File: src/rtl/fetch_pc_unit.sv
// Fetch-stage program counter: next-PC selection, CP0 redirects, stall hold,
// fetch address exception detection and a count of sequential fetch advances.
module fetch_pc_unit #(
   parameter logic [31:0] RESET_PC   = 32'h0000_3000,
   parameter logic [31:0] HANDLER_PC = 32'h0000_4180,
   parameter logic [31:0] IM_LO      = 32'h0000_3000,
   parameter logic [31:0] IM_HI      = 32'h0000_6FFC
) (
   input  logic        CLK,
   input  logic        reset,
   input  logic        FREEZE,
   input  logic [1:0]  NPC_sel,
   input  logic        branch_taken,
   input  logic [31:0] id_PCp4,
   input  logic [15:0] imm16,
   input  logic [25:0] instr_index,
   input  logic [31:0] jr_target,
   input  logic        exc_req,
   input  logic        eret_req,
   input  logic [31:0] epc,
   output logic [31:0] PC,
   output logic [31:0] PCp4,
   output logic [4:0]  X_out,
   output logic        flush,
   output logic [31:0] fetch_cnt
);

   localparam int unsigned XLEN    = 32;
   localparam int unsigned EXC_W   = 5;
   localparam int unsigned IMM_W   = 16;
   localparam int unsigned SEXT_W  = XLEN - IMM_W - 2;

   localparam logic [EXC_W-1:0] EXC_NONE = EXC_W'(0);
   localparam logic [EXC_W-1:0] EXC_ADEL = EXC_W'(4);

   localparam logic [1:0] SEL_SEQ    = 2'b00;
   localparam logic [1:0] SEL_BRANCH = 2'b01;
   localparam logic [1:0] SEL_JUMP   = 2'b10;
   localparam logic [1:0] SEL_JR     = 2'b11;

   logic [XLEN-1:0] branch_off;
   logic [XLEN-1:0] branch_tgt;
   logic [XLEN-1:0] jump_tgt;
   logic [XLEN-1:0] npc;
   logic            redirect;
   logic            pc_misaligned;
   logic            pc_out_of_range;

   // Sequential fetch address, wraps modulo 2^32.
   assign PCp4 = PC + XLEN'(4);

   // Branch and jump targets relative to the instruction in decode.
   assign branch_off = {{SEXT_W{imm16[IMM_W-1]}}, imm16, 2'b00};
   assign branch_tgt = id_PCp4 + branch_off;
   assign jump_tgt   = {id_PCp4[31:28], instr_index, 2'b00};

   // Either CP0 request forces a redirect; exception wins over eret.
   assign redirect = exc_req | eret_req;

   // Next-PC select for a normal (non-redirect, non-stalled) advance.
   always_comb begin
      npc = PCp4;
      case (NPC_sel)
         SEL_SEQ:    npc = PCp4;
         SEL_BRANCH: npc = branch_taken ? branch_tgt : PCp4;
         SEL_JUMP:   npc = jump_tgt;
         SEL_JR:     npc = jr_target;
         default:    npc = PCp4;
      endcase
   end

   // Fetch address error: misaligned or outside the instruction memory window.
   always_comb begin
      pc_misaligned   = (PC[1:0] != 2'b00);
      pc_out_of_range = (PC < IM_LO) || (PC > IM_HI);
      X_out           = EXC_NONE;
      if (pc_misaligned || pc_out_of_range) begin
         X_out = EXC_ADEL;
      end
   end

   // PC, flush pulse and fetch counter; redirects override a stall.
   always_ff @(posedge CLK) begin
      if (reset) begin
         PC        <= RESET_PC;
         flush     <= 1'b0;
         fetch_cnt <= '0;
      end else begin
         flush <= redirect;
         if (exc_req) begin
            PC <= HANDLER_PC;
         end else if (eret_req) begin
            PC <= epc;
         end else if (!FREEZE) begin
            PC        <= npc;
            fetch_cnt <= fetch_cnt + XLEN'(1);
         end
      end
   end

endmodule

File: config.mk
export PLATFORM = sky130hd
export DESIGN_NAME = fetch_pc_unit
export DESIGN_NICKNAME = d
export VERILOG_FILES = /design/src/rtl/fetch_pc_unit.sv
export SDC_FILE = /design/constraint.sdc
export NUM_CORES = 1
export LEC_CHECK = 0
export ABC_AREA = 1
export CORE_ASPECT_RATIO = 1.5
export CORE_MARGIN = 2
export CORE_UTILIZATION = 40
export CTS_CLUSTER_SIZE = 30
export DETAILED_ROUTE_END_ITERATION = 10
export HOLD_SLACK_MARGIN = 0.06
export PLACE_DENSITY = 0.72
export SYNTH_ARGS = -nofsm -noshare
export SYNTH_HDL_FRONTEND = slang
export SYNTH_SLANG_ARGS = --single-unit
File: constraint.sdc
create_clock -name CLK -period 2.9 [get_ports CLK]
set_clock_uncertainty 0.15 [all_clocks]
set_input_delay 0.58 -clock CLK [delete_from_list [all_inputs] [get_ports CLK]]
set_output_delay 0.58 -clock CLK [all_outputs]
set_load 0.1 [all_outputs]
Word-level counts from Yosys, hierarchy flattened
Index checks and enable logic that the tools add are counted.
{"block": "totals", "input_bits": 146, "out_inout_bits": 102, "wordCells": 30, "ff_bits": 65}
{"block": "classes", "eq_ne": 5, "n_lt_le_gt_ge": 2, "mux": 6, "reduce_logical": 6, "n_bitwise": 4, "addsub": 3}
{"cell": "32-bit case mux with 4 select lines", "n": 1}
{"cell": "32-bit two-way mux", "n": 3}
{"cell": "32-bit by 1-bit adder with 32-bit output, second input constant", "n": 1}
{"cell": "32-bit by 3-bit adder with 32-bit output, second input constant", "n": 1}
{"cell": "32-bit adder", "n": 1}
{"cell": "32-bit by 15-bit > comparator with 1-bit output, second input constant", "n": 1}
{"cell": "32-bit by 14-bit < comparator with 1-bit output, second input constant", "n": 1}
{"cell": "15-bit two-way mux", "n": 1}
{"cell": "2-bit == test, second input constant", "n": 2}
{"cell": "3-bit two-way mux", "n": 1}
{"cell": "3-bit by 1-bit != test with 1-bit output, second input constant", "n": 1}
{"cell": "1-bit inverter", "n": 3}
{"cell": "3-bit AND reduction", "n": 1}
{"cell": "2-bit by 1-bit == test with 1-bit output, second input constant", "n": 1}
{"cell": "2-bit logical NOT", "n": 1}
{"cell": "1-bit logical OR", "n": 2}
{"cell": "2-bit by 1-bit != test with 1-bit output, second input constant", "n": 1}
{"cell": "2-bit nonzero test", "n": 1}
{"cell": "2-bit OR reduction", "n": 1}
{"cell": "1-bit OR", "n": 1}

Depth between registers and ports, before layout
{"block": "depth", "depth_word": 6, "depth_mapped": 15, "mapped_depth_nobuf": 15}

Worst setup path after synthesis
OpenSTA, ideal clock, no wires.
{"block": "synth_timing", "path_type": "reg-to-output", "startpoint": "reg PC[2]", "endpoint": "out PCp4[18]", "stages_incl_launch_ff": 8, "required_ps": 2170, "path_buffers": 0, "arrival_time_ps": 3530, "slack_ps": -1360, "path_cell_list": "dfxtp_1 -> ha_1 -> nand2_1 -> nor2_2 -> nand2_1 -> nor2_1 -> nand3_1 -> xor2_1"}
{"block": "synth_via", "elab_chain_len": 1}
{"item": "start, declared", "line": "21", "rtl": "output logic [31:0] PC,"}
{"item": "start signal, assigned", "line": "93", "rtl": "PC <= epc;"}
{"item": "start signal, assigned", "line": "95", "rtl": "PC <= npc;"}
{"item": "32-bit by 3-bit adder with 32-bit output", "line": "50", "rtl": "assign PCp4 = PC + XLEN'(4);"}
{"item": "end, declared", "line": "22", "rtl": "output logic [31:0] PCp4,"}
No other way between the ends.

Worst setup path after layout
{"block": "layout_timing", "startpoint": "reg PC[5]", "endpoint": "out PCp4[27]"}
Same word-level chain as after synthesis.

==> results by group <==
Worst setup path
  • Crit. End Element: primary output
  • CP Class: reg -> out
  • CP delay by family, top: simple AND/OR/NAND/NOR gates
  • Most common cell on crit path: nand2_1
  • Buf/Inv on CP: 2
  • FF-to-FF End: PC[22]$_SDFFE_PP0P_
  • Reg2Reg Setup Slack: 0.68 ns
  • Arrival time at the worst endpoint: 2.09 ns
  • Slowest cell on crit path: dfxtp_2
  • Worst R2R Path Depth: 15
  • CP Max Fanout: 6
  • Critical path required time: 2.17 ns
  • Reg2reg start: PC[3]$_SDFFE_PP0P_
  • Crit path cell chain: nand2_1 -> nor2_1 -> nand2_1 -> nor2_1 -> nand3_1 -> nand2_1 -> clkinvlp_4 -> buf_12
  • Max incr delay on CP: 0.41 ns
  • CP Launch Type: flip-flop

Drt
  • Final ANT Viol Nets: 0
  • Vias after detailed routing: a little under 10k
  • Initial DRT Pass Iterations: 5
  • Via-to-Cell Ratio: approximately 5.3
  • WL/cell: 17.9 microns
  • Initial drt markers: 662
  • # DRC: 0
  • Wirelength, routed: approximately 33000 microns

Logic synthesis
  • Main flop type after synthesis: dfxtp_1
  • Cells after Synth: 1339
  • Yosys top cell by area: nand2_1
  • Ranking of synthesized cells by area: nand2_1 22%, dfxtp_1 18%, inv_1 11%, nor2_1 7.1%, a21oi_1 5.9%
  • List of most frequent post-synthesis cells: 428 x nand2_1, 225 x inv_1, 139 x nor2_1, 87 x a21oi_1, 84 x nand3_1
  • Post-synth ARST share: 0
  • Syn_area_per_cell: 5.50 sq um
  • Yosys warns: 0
  • Sequential area share after synthesis: 0.177
  • Count leader, synth: nand2_1
  • Synth Register Bits: 65
  • Synthesized area: 7370 sq um
  • Synth unique cells: 47
  • Post-synth top area share: 0.218
  • Post-synth EDFFs: 0

STA
  • Unrepaired setup endpoints after global routing: false
  • # setup viols final: 0
  • Worst-Margin Slew: just under 0.7 ns
  • Worst slew margin: 0.551
  • Hold Vio Cnt, Final: 0
  • Post-layout min period: approximately 2.8 ns
  • Tcrit/Tclk final: 0.972
  • Maximum clock rate: 0.355 GHz
  • Slew Viols, Final: 0

Worst hold path
  • Hold-critical path endpoint: fetch_cnt[31]$_SDFFE_PP0P_
  • Hold_sp: fetch_cnt[31]$_SDFFE_PP0P_
  • Hold path cells: 2
  • Min-delay worst type: reg -> reg

Floorplan
  • Die extent in x: 115 microns
  • IO Count: 248
  • Die Area: 19500 sq um
  • Row count: 60
  • Core ar.: around 18000 sq um
  • Die Ht: 170 microns
  • Starting Density: 0.409

Global route
  • Pin count of the biggest net entering global routing: 35
  • Total GRT Usage: 0.339
  • Initial antenna violation count: 0
  • Number of global-route vias before repair: 9531
  • Gr ovfl total: 0
  • First-pass GRT wire length: 51300 microns

Placement
  • Global placement routability congestion: 0.984
  • DP Area: 10700 sq um
  • DP HPWL: roughly 28000 microns
  • Buffers on Ports: 243

CTS
  • CTS tree: built
  • Max Root-Sink Buffers: 2
  • Clk slew on worst S/H paths: 0.06 ns
  • Clk root buf: clkbuf_16
  • H-tree depth: 3
  • Clock latency on the worst-skew pair: between 0.3 and 0.4 ns
  • CTS Sinks: 65
  • TritonCTS Buffers: 9

Power
  • Leakage: approximately 0.0054 uW
  • P per Cell Area: approximately 340 nW/um^2
  • Int Pwr: 2230 uW
  • Clock power frac: 0.311
  • Worst-case vdd ir drop: approximately 0.25 mV
  • Comb power frac: 0.438
  • Total net switching power: about 1600 uW
  • Sequential Power Share: 0.251
  • Sw frac: 0.419

Layout
  • Layout cell share with drive strength beyond 1: 0.172
  • Final Util: 0.619
  • Synth-to-Final Area Change: 51.3%
  • Number of diodes: 0
  • Layout Nets: 1820
  • Design area: 11100 sq um

Run
  • Number of max-cap violations: 0

Outcome
  • Outcome: complete, no violations
flip-flops by register name, indices dropped and copies added (netlist names), named ones only:
| name | flops |
|---|---|
| flush | 1 |
| PC | 30 |
| fetch_cnt | 32 |
kinds of logic (layout without fill, tap and decap cells):
kind of cell,after synthesis,after routing,share of synthesized area
AND/OR/NAND/NOR,730,730,0.421
buffers and inverters,269,574,0.142
other,1,4,0.000509
flip-flops,65,65,0.177
XOR/XNOR,34,34,0.0404
adder cells (fa/ha/maj),32,32,0.0554
AO/OA/AOI/OAI,208,208,0.165
tightest hold or removal path: cells and delay by family (launching register included):
kind          cells  cell delay (ns)
xor+xnor          1             0.07
flops             1             0.34
simple gates      1             0.07
power by group through the flow:
stage,sequential (uW),clock (uW),combinational [uW]
4_1_cts,960,1200,1660
2_1_floorplan,1140,0,807
3_5_place_dp,980,0,1650
5_1_grt,964,1240,1800
6_report,960,1190,1680
3_3_place_gp,981,0,1640
metal layers:
metal	track usage	vias up	routed length, microns
met1	0.399	4512	13000
met5	0	-	0
met4	0.139	0	1200
met3	0.0467	59	2080
li1	-	4881	-
met2	0.609	388	17100
how the worst max path moves through the flow:
| stage | start | end | slack (ns) | cells after the start |
|---|---|---|---|---|
| finish | PC[5]$_SDFFE_PP0P_ | PCp4[27] | 0.08 | 8 |
| global route | PC[3]$_SDFFE_PP0P_ | PCp4[20] | 0.003 | 11 |
| CTS | PC[3]$_SDFFE_PP0P_ | PCp4[20] | 0.02 | 11 |
| detailed placement | imm16[15] | PC[27]$_SDFFE_PP0P_ | -0.18 | 14 |
| global placement | imm16[15] | PC[27]$_SDFFE_PP0P_ | -0.19 | 14 |
| floorplan | PC[2]$_SDFFE_PP0P_ | PCp4[22] | 0.01 | 9 |
cell usage in the layout (no fill, tap or decap), types with 21 or more instances in the layout:
cell type	netlist	routed
a21oi_1	87	87
a221oi_1	21	21
buf_12	0	27
buf_4	6	155
clkdlybuf4s50_1	0	145
dfxtp_1	65	36
dfxtp_2	0	24
ha_1	31	30
inv_1	225	221
nand2_1	428	421
nand3_1	84	83
nand4_1	22	22
nor2_1	139	131
nor3_1	26	24
o21ai_0	59	59
xor2_1	27	23
cell type report:
cell class / instances / area, sq um
inverters: 231 / 878
multi-input cells: 1008 / 5180
repair buffers: 327 / 3160
well taps: 217 / 272
fillers: 1794 / 6870
clock buffers: 9 / 225
flip-flops and latches: 65 / 1350
clock inverters: 7 / 82.6
stage by stage:
step | setup WS [ns] | setup TNS, ns | std cells | hold slack (ns) | power [uW]
detailed placement | -0.183 | -1.83 | 1844 | 0.355 | 2630
global route | 0.00279 | 0 | 1864 | 0.401 | 4000
floorplan | 0.0130 | 0 | 1342 | 0.503 | 1950
finish | 0.0820 | 0 | 1864 | 0.362 | 3830
CTS | 0.0217 | 0 | 1861 | 0.369 | 3820
global placement | -0.186 | -1.64 | 1844 | 0.348 | 2620
what timing repair did:
item	in CTS	in global routing
setup endpoints to repair	6	15
hold buffers	0	0
pin swaps	2	3
gates resized for setup	6	18
buffers inserted	1	3
No activity file was read; power rests on OpenSTA's default activity.
